## config.mk

```make
export PLATFORM = sky130hd
export DESIGN_NAME = branch_predictor
export DESIGN_NICKNAME = d
export VERILOG_FILES = /design/src/rtl/bp_pkg.sv /design/src/rtl/bp_sat_counter.sv /design/src/rtl/branch_predictor.sv
export SDC_FILE = /design/constraint.sdc
export NUM_CORES = 1
export LEC_CHECK = 0
export BUFFER_PORTS_ARGS = -buffer_cell sky130_fd_sc_hd__buf_4
export CAP_MARGIN = 20
export CELL_PAD_IN_SITES_DETAIL_PLACEMENT = 0
export CELL_PAD_IN_SITES_GLOBAL_PLACEMENT = 2
export CORE_UTILIZATION = 35
export DETAILED_ROUTE_END_ITERATION = 16
export GPL_TIMING_DRIVEN = 0
export PLACE_DENSITY = 0.76
export RECOVER_POWER = 100
export SLEW_MARGIN = 20
export SYNTH_ARGS = -nofsm -noshare
export SYNTH_HDL_FRONTEND = slang
export SYNTH_SLANG_ARGS = --single-unit
```

## constraint.sdc

```tcl
create_clock -name CLK -period 5 [get_ports CLK]
set_input_delay 0.25 -clock CLK [delete_from_list [all_inputs] [get_ports CLK]]
set_output_delay 0.25 -clock CLK [all_outputs]
set_load 0.03 [all_outputs]
```

## src/rtl/bp_pkg.sv

```systemverilog
// Shared constants, counter ops and helpers for the branch predictor.
// Optional statistics counters are built with BP_STATS_EN.
package bp_pkg;

  localparam logic [1:0] SNT = 2'b00;
  localparam logic [1:0] WNT = 2'b01;
  localparam logic [1:0] WT  = 2'b10;
  localparam logic [1:0] ST  = 2'b11;

  localparam int unsigned PC_INC = 4;

  typedef enum logic [1:0] {
    CTR_HOLD,
    CTR_INC,
    CTR_DEC,
    CTR_MAX
  } ctr_op_e;

  function automatic int unsigned ctr_weak_taken(
    input int unsigned bits
  );
    return 32'd1 << (bits - 1);
  endfunction

  function automatic int unsigned ctr_weak_ntaken(
    input int unsigned bits
  );
    return ctr_weak_taken(bits) - 1;
  endfunction

endpackage

```

## src/rtl/bp_sat_counter.sv

```systemverilog
// Saturating counter next-value logic: inc, dec, set-max or hold.
// Purely combinational; used on the predictor table write path.
module bp_sat_counter
  import bp_pkg::*;
#(
  parameter int W = 2
) (
  input  logic [W-1:0] i_ctr,
  input  ctr_op_e      i_op,
  output logic [W-1:0] o_next
);

  always_comb begin
    o_next = i_ctr;
    unique case (i_op)
      CTR_INC: if (i_ctr != '1) o_next = i_ctr + W'(1);
      CTR_DEC: if (i_ctr != '0) o_next = i_ctr - W'(1);
      CTR_MAX: o_next = '1;
      default: o_next = i_ctr;
    endcase
  end

endmodule

```

## src/rtl/branch_predictor.sv

```systemverilog
// Direct-mapped counter table + BTB with EX resolution and redirect.
// Define BP_STATS_EN to build the hit/mispredict statistics counters.
module branch_predictor
  import bp_pkg::*;
#(
  parameter int PC_WIDTH = 12,
  parameter int ENTRIES  = 16,
  parameter int CTR_BITS = 2,
  localparam int IDX_W   = $clog2(ENTRIES),
  localparam int TAG_W   = PC_WIDTH - 2 - IDX_W
) (
  input  logic                CLK,
  input  logic                RSTn,
  input  logic [PC_WIDTH-1:0] IF_PC,
  output logic                PRED_TAKEN,
  output logic [PC_WIDTH-1:0] PRED_TARGET,
  input  logic                EX_VALID,
  input  logic [PC_WIDTH-1:0] EX_PC,
  input  logic                EX_IS_BRANCH,
  input  logic                EX_IS_JUMP,
  input  logic                EX_TAKEN,
  input  logic [PC_WIDTH-1:0] EX_TARGET,
  input  logic                EX_PRED_TAKEN,
  input  logic [PC_WIDTH-1:0] EX_PRED_TARGET,
  output logic                MISPREDICT,
  output logic [PC_WIDTH-1:0] REDIRECT_PC,
  output logic [31:0]         STAT_HITS,
  output logic [31:0]         STAT_MISSES
);

  localparam logic [PC_WIDTH-1:0] LP_INC =
    PC_WIDTH'(PC_INC);
  localparam logic [CTR_BITS-1:0] LP_WT =
    CTR_BITS'(ctr_weak_taken(CTR_BITS));
  localparam logic [CTR_BITS-1:0] LP_WNT =
    CTR_BITS'(ctr_weak_ntaken(CTR_BITS));

  logic [ENTRIES-1:0]  r_valid;
  logic [TAG_W-1:0]    r_tag [ENTRIES];
  logic [PC_WIDTH-1:0] r_tgt [ENTRIES];
  logic [CTR_BITS-1:0] r_ctr [ENTRIES];

  logic [IDX_W-1:0]    w_if_idx;
  logic [TAG_W-1:0]    w_if_tag;
  logic                w_if_hit;
  logic [IDX_W-1:0]    w_ex_idx;
  logic [TAG_W-1:0]    w_ex_tag;
  logic                w_ex_hit;
  logic                w_ctl;
  logic                w_act_taken;
  logic                w_resolve;
  logic                w_misp;
  logic                w_wr_en;
  logic                w_tgt_wr;
  ctr_op_e             w_op;
  logic [CTR_BITS-1:0] w_ctr_next;
  logic [CTR_BITS-1:0] w_ctr_wr;

  assign w_if_idx = IF_PC[2 +: IDX_W];
  assign w_if_tag = IF_PC[PC_WIDTH-1 -: TAG_W];
  assign w_if_hit = r_valid[w_if_idx] &
                    (r_tag[w_if_idx] == w_if_tag);

  assign PRED_TAKEN  = w_if_hit &
                       r_ctr[w_if_idx][CTR_BITS-1];
  assign PRED_TARGET = PRED_TAKEN ? r_tgt[w_if_idx]
                                  : IF_PC + LP_INC;

  assign w_ex_idx = EX_PC[2 +: IDX_W];
  assign w_ex_tag = EX_PC[PC_WIDTH-1 -: TAG_W];
  assign w_ex_hit = r_valid[w_ex_idx] &
                    (r_tag[w_ex_idx] == w_ex_tag);

  assign w_ctl       = EX_IS_BRANCH | EX_IS_JUMP;
  assign w_act_taken = EX_TAKEN & w_ctl;
  assign w_resolve   = EX_VALID & w_ctl;

  // Gated by RSTn so the flush logic stays quiet during reset.
  assign w_misp = RSTn & EX_VALID &
    ((w_act_taken != EX_PRED_TAKEN) |
     (EX_TAKEN & EX_PRED_TAKEN &
      (EX_TARGET != EX_PRED_TARGET)));

  assign MISPREDICT  = w_misp;
  assign REDIRECT_PC = w_act_taken ? EX_TARGET
                                   : EX_PC + LP_INC;

  assign w_wr_en  = w_resolve & (w_ex_hit | w_act_taken);
  assign w_tgt_wr = w_act_taken | EX_IS_JUMP;

  always_comb begin
    w_op = CTR_HOLD;
    unique case (1'b1)
      EX_IS_JUMP:                 w_op = CTR_MAX;
      !EX_IS_JUMP &  w_act_taken: w_op = CTR_INC;
      !EX_IS_JUMP & !w_act_taken: w_op = CTR_DEC;
      default:                    w_op = CTR_HOLD;
    endcase
  end

  bp_sat_counter #(
    .W (CTR_BITS)
  ) u_ctr (
    .i_ctr  (r_ctr[w_ex_idx]),
    .i_op   (w_op),
    .o_next (w_ctr_next)
  );

  // Allocation on a miss overwrites whatever lived at the index.
  assign w_ctr_wr = w_ex_hit   ? w_ctr_next :
                    EX_IS_JUMP ? '1 : LP_WT;

  always_ff @(posedge CLK or negedge RSTn) begin
    if (!RSTn) begin
      r_valid <= '0;
      for (int i = 0; i < ENTRIES; i++) begin
        r_tag[i] <= '0;
        r_tgt[i] <= '0;
        r_ctr[i] <= LP_WNT;
      end
    end else if (w_wr_en) begin
      r_valid[w_ex_idx] <= 1'b1;
      r_tag[w_ex_idx]   <= w_ex_tag;
      r_ctr[w_ex_idx]   <= w_ctr_wr;
      if (w_tgt_wr) r_tgt[w_ex_idx] <= EX_TARGET;
    end
  end

`ifdef BP_STATS_EN
  logic [31:0] r_hits;
  logic [31:0] r_misses;

  always_ff @(posedge CLK or negedge RSTn) begin
    if (!RSTn) begin
      r_hits   <= '0;
      r_misses <= '0;
    end else begin
      if (w_resolve & !w_misp & (r_hits != '1))
        r_hits <= r_hits + 32'd1;
      if (w_misp & (r_misses != '1))
        r_misses <= r_misses + 32'd1;
    end
  end

  assign STAT_HITS   = r_hits;
  assign STAT_MISSES = r_misses;
`else
  assign STAT_HITS   = '0;
  assign STAT_MISSES = '0;
`endif

endmodule

```

==> results.txt <==
The run finished, with violations left. The checks that failed: capacitance limit, slew limit. In this run the critical register-to-register path is captured at r_tag[65]. Dividing the synthesized area by the synthesized cell count gives about 13 um^2. In this run the worst path has a maximum fanout of 10.

Setup repair after global routing left no endpoint under its margin. The relative max-transition margin came out at -107%. The floorplan die width came out at around 230 um. For this design the ratio of total power to cell area is 384 mW/mm^2. In this run the worst hold path is classified as in2reg. The cell area after synthesis is 0.0179 mm^2. The number of CTS-inserted buffers came out at 40. The fraction of layout cells with a size suffix above 1 came out at 29.8%.

The number of input and output port buffers inserted is 66. The setup path with the least slack is of type in2reg. The floorplan step defined a core boundary enclosing roughly 0.050 mm^2. The count of nets left with antenna violations after detail routing is 0. The total leakage power came out at roughly 0.0089 uW. The highest clock frequency the design can meet is 0.222 GHz. The most used flip-flop cell after synthesis is dfrtp_1. Ranked by total cell area, the synthesized netlist is headed by dfrtp_1 (45%), mux4_2 (16%), o2bb2ai_1 (8.9%). The initial utilization of the core area, before any placement, comes to 35.6%. The number of pins with negative max-slew slack in the final report came out at 58. In this run the register-to-register setup slack is about 0.80 ns. 0 antenna diodes ended up in the layout. The detailed-placement wirelength estimate is approximately 41 mm. Along the worst hold path, the cell count comes to 2. The maximum count of clock buffers along a single path is 3. The overall routed net length is between 50 and 60 mm. For this run, the slowest stage of the critical path takes 0.78 ns. The total vias in the final route is 12470. The signal on the critical path passes through buf_4 -> clkbuf_1 -> clkbuf_1 -> inv_1 -> mux2i_1 -> mux2i_1 -> xnor2_1 -> nand3_1 -> o21bai_1 -> buf_6 -> nand3_1 -> mux2_2.

The startpoint type of the worst setup path is an input port. In the final layout, the multi-input gates occupy between 0.008 and 0.009 mm^2. The setup skew after layout is between 0.01 and 0.015 ns. The number of top-level design ports came out at 145. The largest net degree at the start of global routing is 91. Measured along the y axis, the die boundary spans between 200 and 250 um.

The time the worst path needs with I/O delays and setup came out at roughly 4.5 ns. The congestion estimate from routability-driven global placement came to between 0.8 and 0.9. After clock tree synthesis, the clock-pin slew on the worst setup and hold paths is ~0.06 ns. The utilization after layout is between 40% and 50%. In this run the number of H-tree levels came out at 2.

The total non-filler cell area in the finished layout came out at a little over 0.02 mm^2. The clock latency on the worst-skew pair came out at between 0.5 and 0.6 ns. In the final timing run, aggregate negative setup slack is 0 ns. The cell taking the most area after synthesis is dfrtp_1. The net count of the finished layout is around 1600. The number of antenna violations at the first check in global routing was 0. The overall routing resource usage came out at 22.9%. The number of search-and-repair iterations in the first detailed-routing pass is 5. The total clock sinks came out at 336. The fill cell total of the finished layout came out at about 4800. The average wire per standard cell came out at roughly 27 um. Yosys printed 0 warnings. Once placement finished, the instance area stood at just under 0.02 mm^2. TritonCTS built the clock tree. The pin slew with the least headroom to its limit came out at 3.10 ns. The share of synthesized registers carrying an async set or reset is 100%. The post-detailed-route DRC marker count came out at 0. In this run the clock root is driven by a clkbuf_16. The first-iteration detailed-routing DRC count is 1059.

The first-pass GRT wire length came out at between 80 and 90 mm. The hold violation total from the final report was 0. The cell count after synthesis came out at about 1300. The hold slack is 0.332 ns. The final setup violation count is 0. The kind of cell with the highest combined delay along the critical path is buffers and inverters. The required arrival time at the worst endpoint is between 5 and 6 ns. The register area came out at approximately 0.0084 mm^2. The number of stages on the worst setup path came out at 12. Of the synthesized area, sequential elements account for between 40% and 50%. The cell with the largest stage delay on the worst path is nand3_1. The worst supply voltage drop on vdd is between 0.2 and 0.3 mV. The area share of the leading cell type in the synthesized netlist is 44.8%. The row count is 82. The count of distinct cell types in the synthesized netlist is 59. The overflow left after global routing came out at 0.

The reported max-cap violation count is 2. In this run the critical register-to-register path is launched from r_tag[33]. By count the netlist is led by dfrtp_1 (320), o2bb2ai_1 (181), mux4_2 (130). dfrtp_1 is the most common cell in the netlist.

The area growth from synthesis to final layout came out at 15.7%. The combined buffer and inverter count along the critical path came out at 5. The number of storage elements in the synthesis netlist is 336. The number of global-route vias before repair came out at between 10000 and 15000. In this run the worst setup path terminates at r_tag[65].

STA classifies the critical path endpoint as a register. The depth of the most critical reg-to-reg path is 9. The average vias per placed instance came out at around 5.6.

The part of the cycle the worst path needs came out at between 80 and 90%. In this run the worst setup path begins at EX_PC[3]. The pre-CTS worst setup slack is approximately 0.7 ns. At the worst endpoint, the arrival time is 4.94 ns.

The synthesized design contains 0 enable-type register cells. The die footprint came out at ~0.052 mm^2. Setup slack closes at roughly 0.5 ns.
## layout by cell type, fill, tap and decap left out, types with 6 or more instances in the layout
| cell type | n |
|---|---|
| xor2_1 | 11 |
| clkbuf_16 | 42 |
| buf_2 | 16 |
| nor2b_1 | 8 |
| mux2_1 | 18 |
| o2bb2ai_1 | 181 |
| dfstp_2 | 16 |
| xnor2_1 | 29 |
| nor2_1 | 8 |
| conb_1 | 64 |
| nand2b_1 | 16 |
| nand3_1 | 44 |
| o21ai_0 | 19 |
| buf_6 | 6 |
| buf_4 | 119 |
| nand4_1 | 8 |
| inv_1 | 39 |
| nand2_1 | 108 |
| mux4_2 | 130 |
| clkbuf_1 | 109 |
| buf_1 | 13 |
| clkbuf_8 | 11 |
| a2bb2oi_1 | 30 |
| mux2i_1 | 12 |
| mux2_2 | 100 |
| dfrtp_1 | 320 |
## layer usage
layer | part of all wire [%] | track usage (%) | vias up
li1 | - | - | 5359
met1 | 44 | 32.0 | 6572
met2 | 47 | 36.3 | 439
met3 | 6.1 | 4.25 | 100
met4 | 3.0 | 6.59 | 0
met5 | 0 | 0 | -
## final cells by class
class / count / share of cell area, %
buffer: 186 / 4.88
multi-input combinational: 848 / 40.2
clock inverter: 9 / 0.635
tap: 672 / 4.06
timing repair buffer: 72 / 2.78
clock buffer: 64 / 6.01
sequential: 336 / 40.7
inverter: 40 / 0.726
## stage by stage
| stage | cells | power (uW) |
|---|---|---|
| finish | 2227 | 7940 |
| global route | 2227 | 8240 |
| CTS | 2226 | 8010 |
| detailed placement | 2152 | 4960 |
| global placement | 2148 | 4910 |
| floorplan | 1410 | 4450 |
## power by group
group	total, uW	leakage (uW)	internal, uW	switching (uW)
sequential	3410	0.00431	3150	260
combinational	1490	0.00386	764	727
clock	3040	0.000678	1860	1180
## kinds of logic after synthesis
family	Yosys count	synth area share, %
other cells	1	0.0210
mux	261	24.7
fa+ha+maj	7	0.462
simple gates	218	6.73
flops	336	47.1
compound gates	258	12.2
xor+xnor	40	1.96
buf+inv	226	6.72
## flip-flops by register name, indices dropped and copies added (netlist names)
signal	count
r_tag	96
r_valid	16
r_ctr	32
r_tgt	192
## what timing repair did
action / CTS / global route
hold buffers: 1 / 0
setup buffers: 0 / 0
resized for setup: 0 / 0
endpoints found under the setup margin: 0 / 0
hold endpoints to repair: 48 / 0
## how the worst min path moves through the flow
| stage | end | slack, ns | from |
|---|---|---|---|
| after floorplan | r_ctr[11] | -0.05 | RSTn |
| after global placement | r_ctr[16] | 0.45 | r_ctr[16] |
| after detailed placement | r_tag[83] | 0.19 | RSTn |
| after CTS | r_tag[83] | 0.19 | RSTn |
| after global routing | r_valid[15] | 0.33 | EX_TAKEN |
| final | r_tag[39] | 0.33 | EX_PC[9] |
No activity file was read; power rests on OpenSTA's default activity.
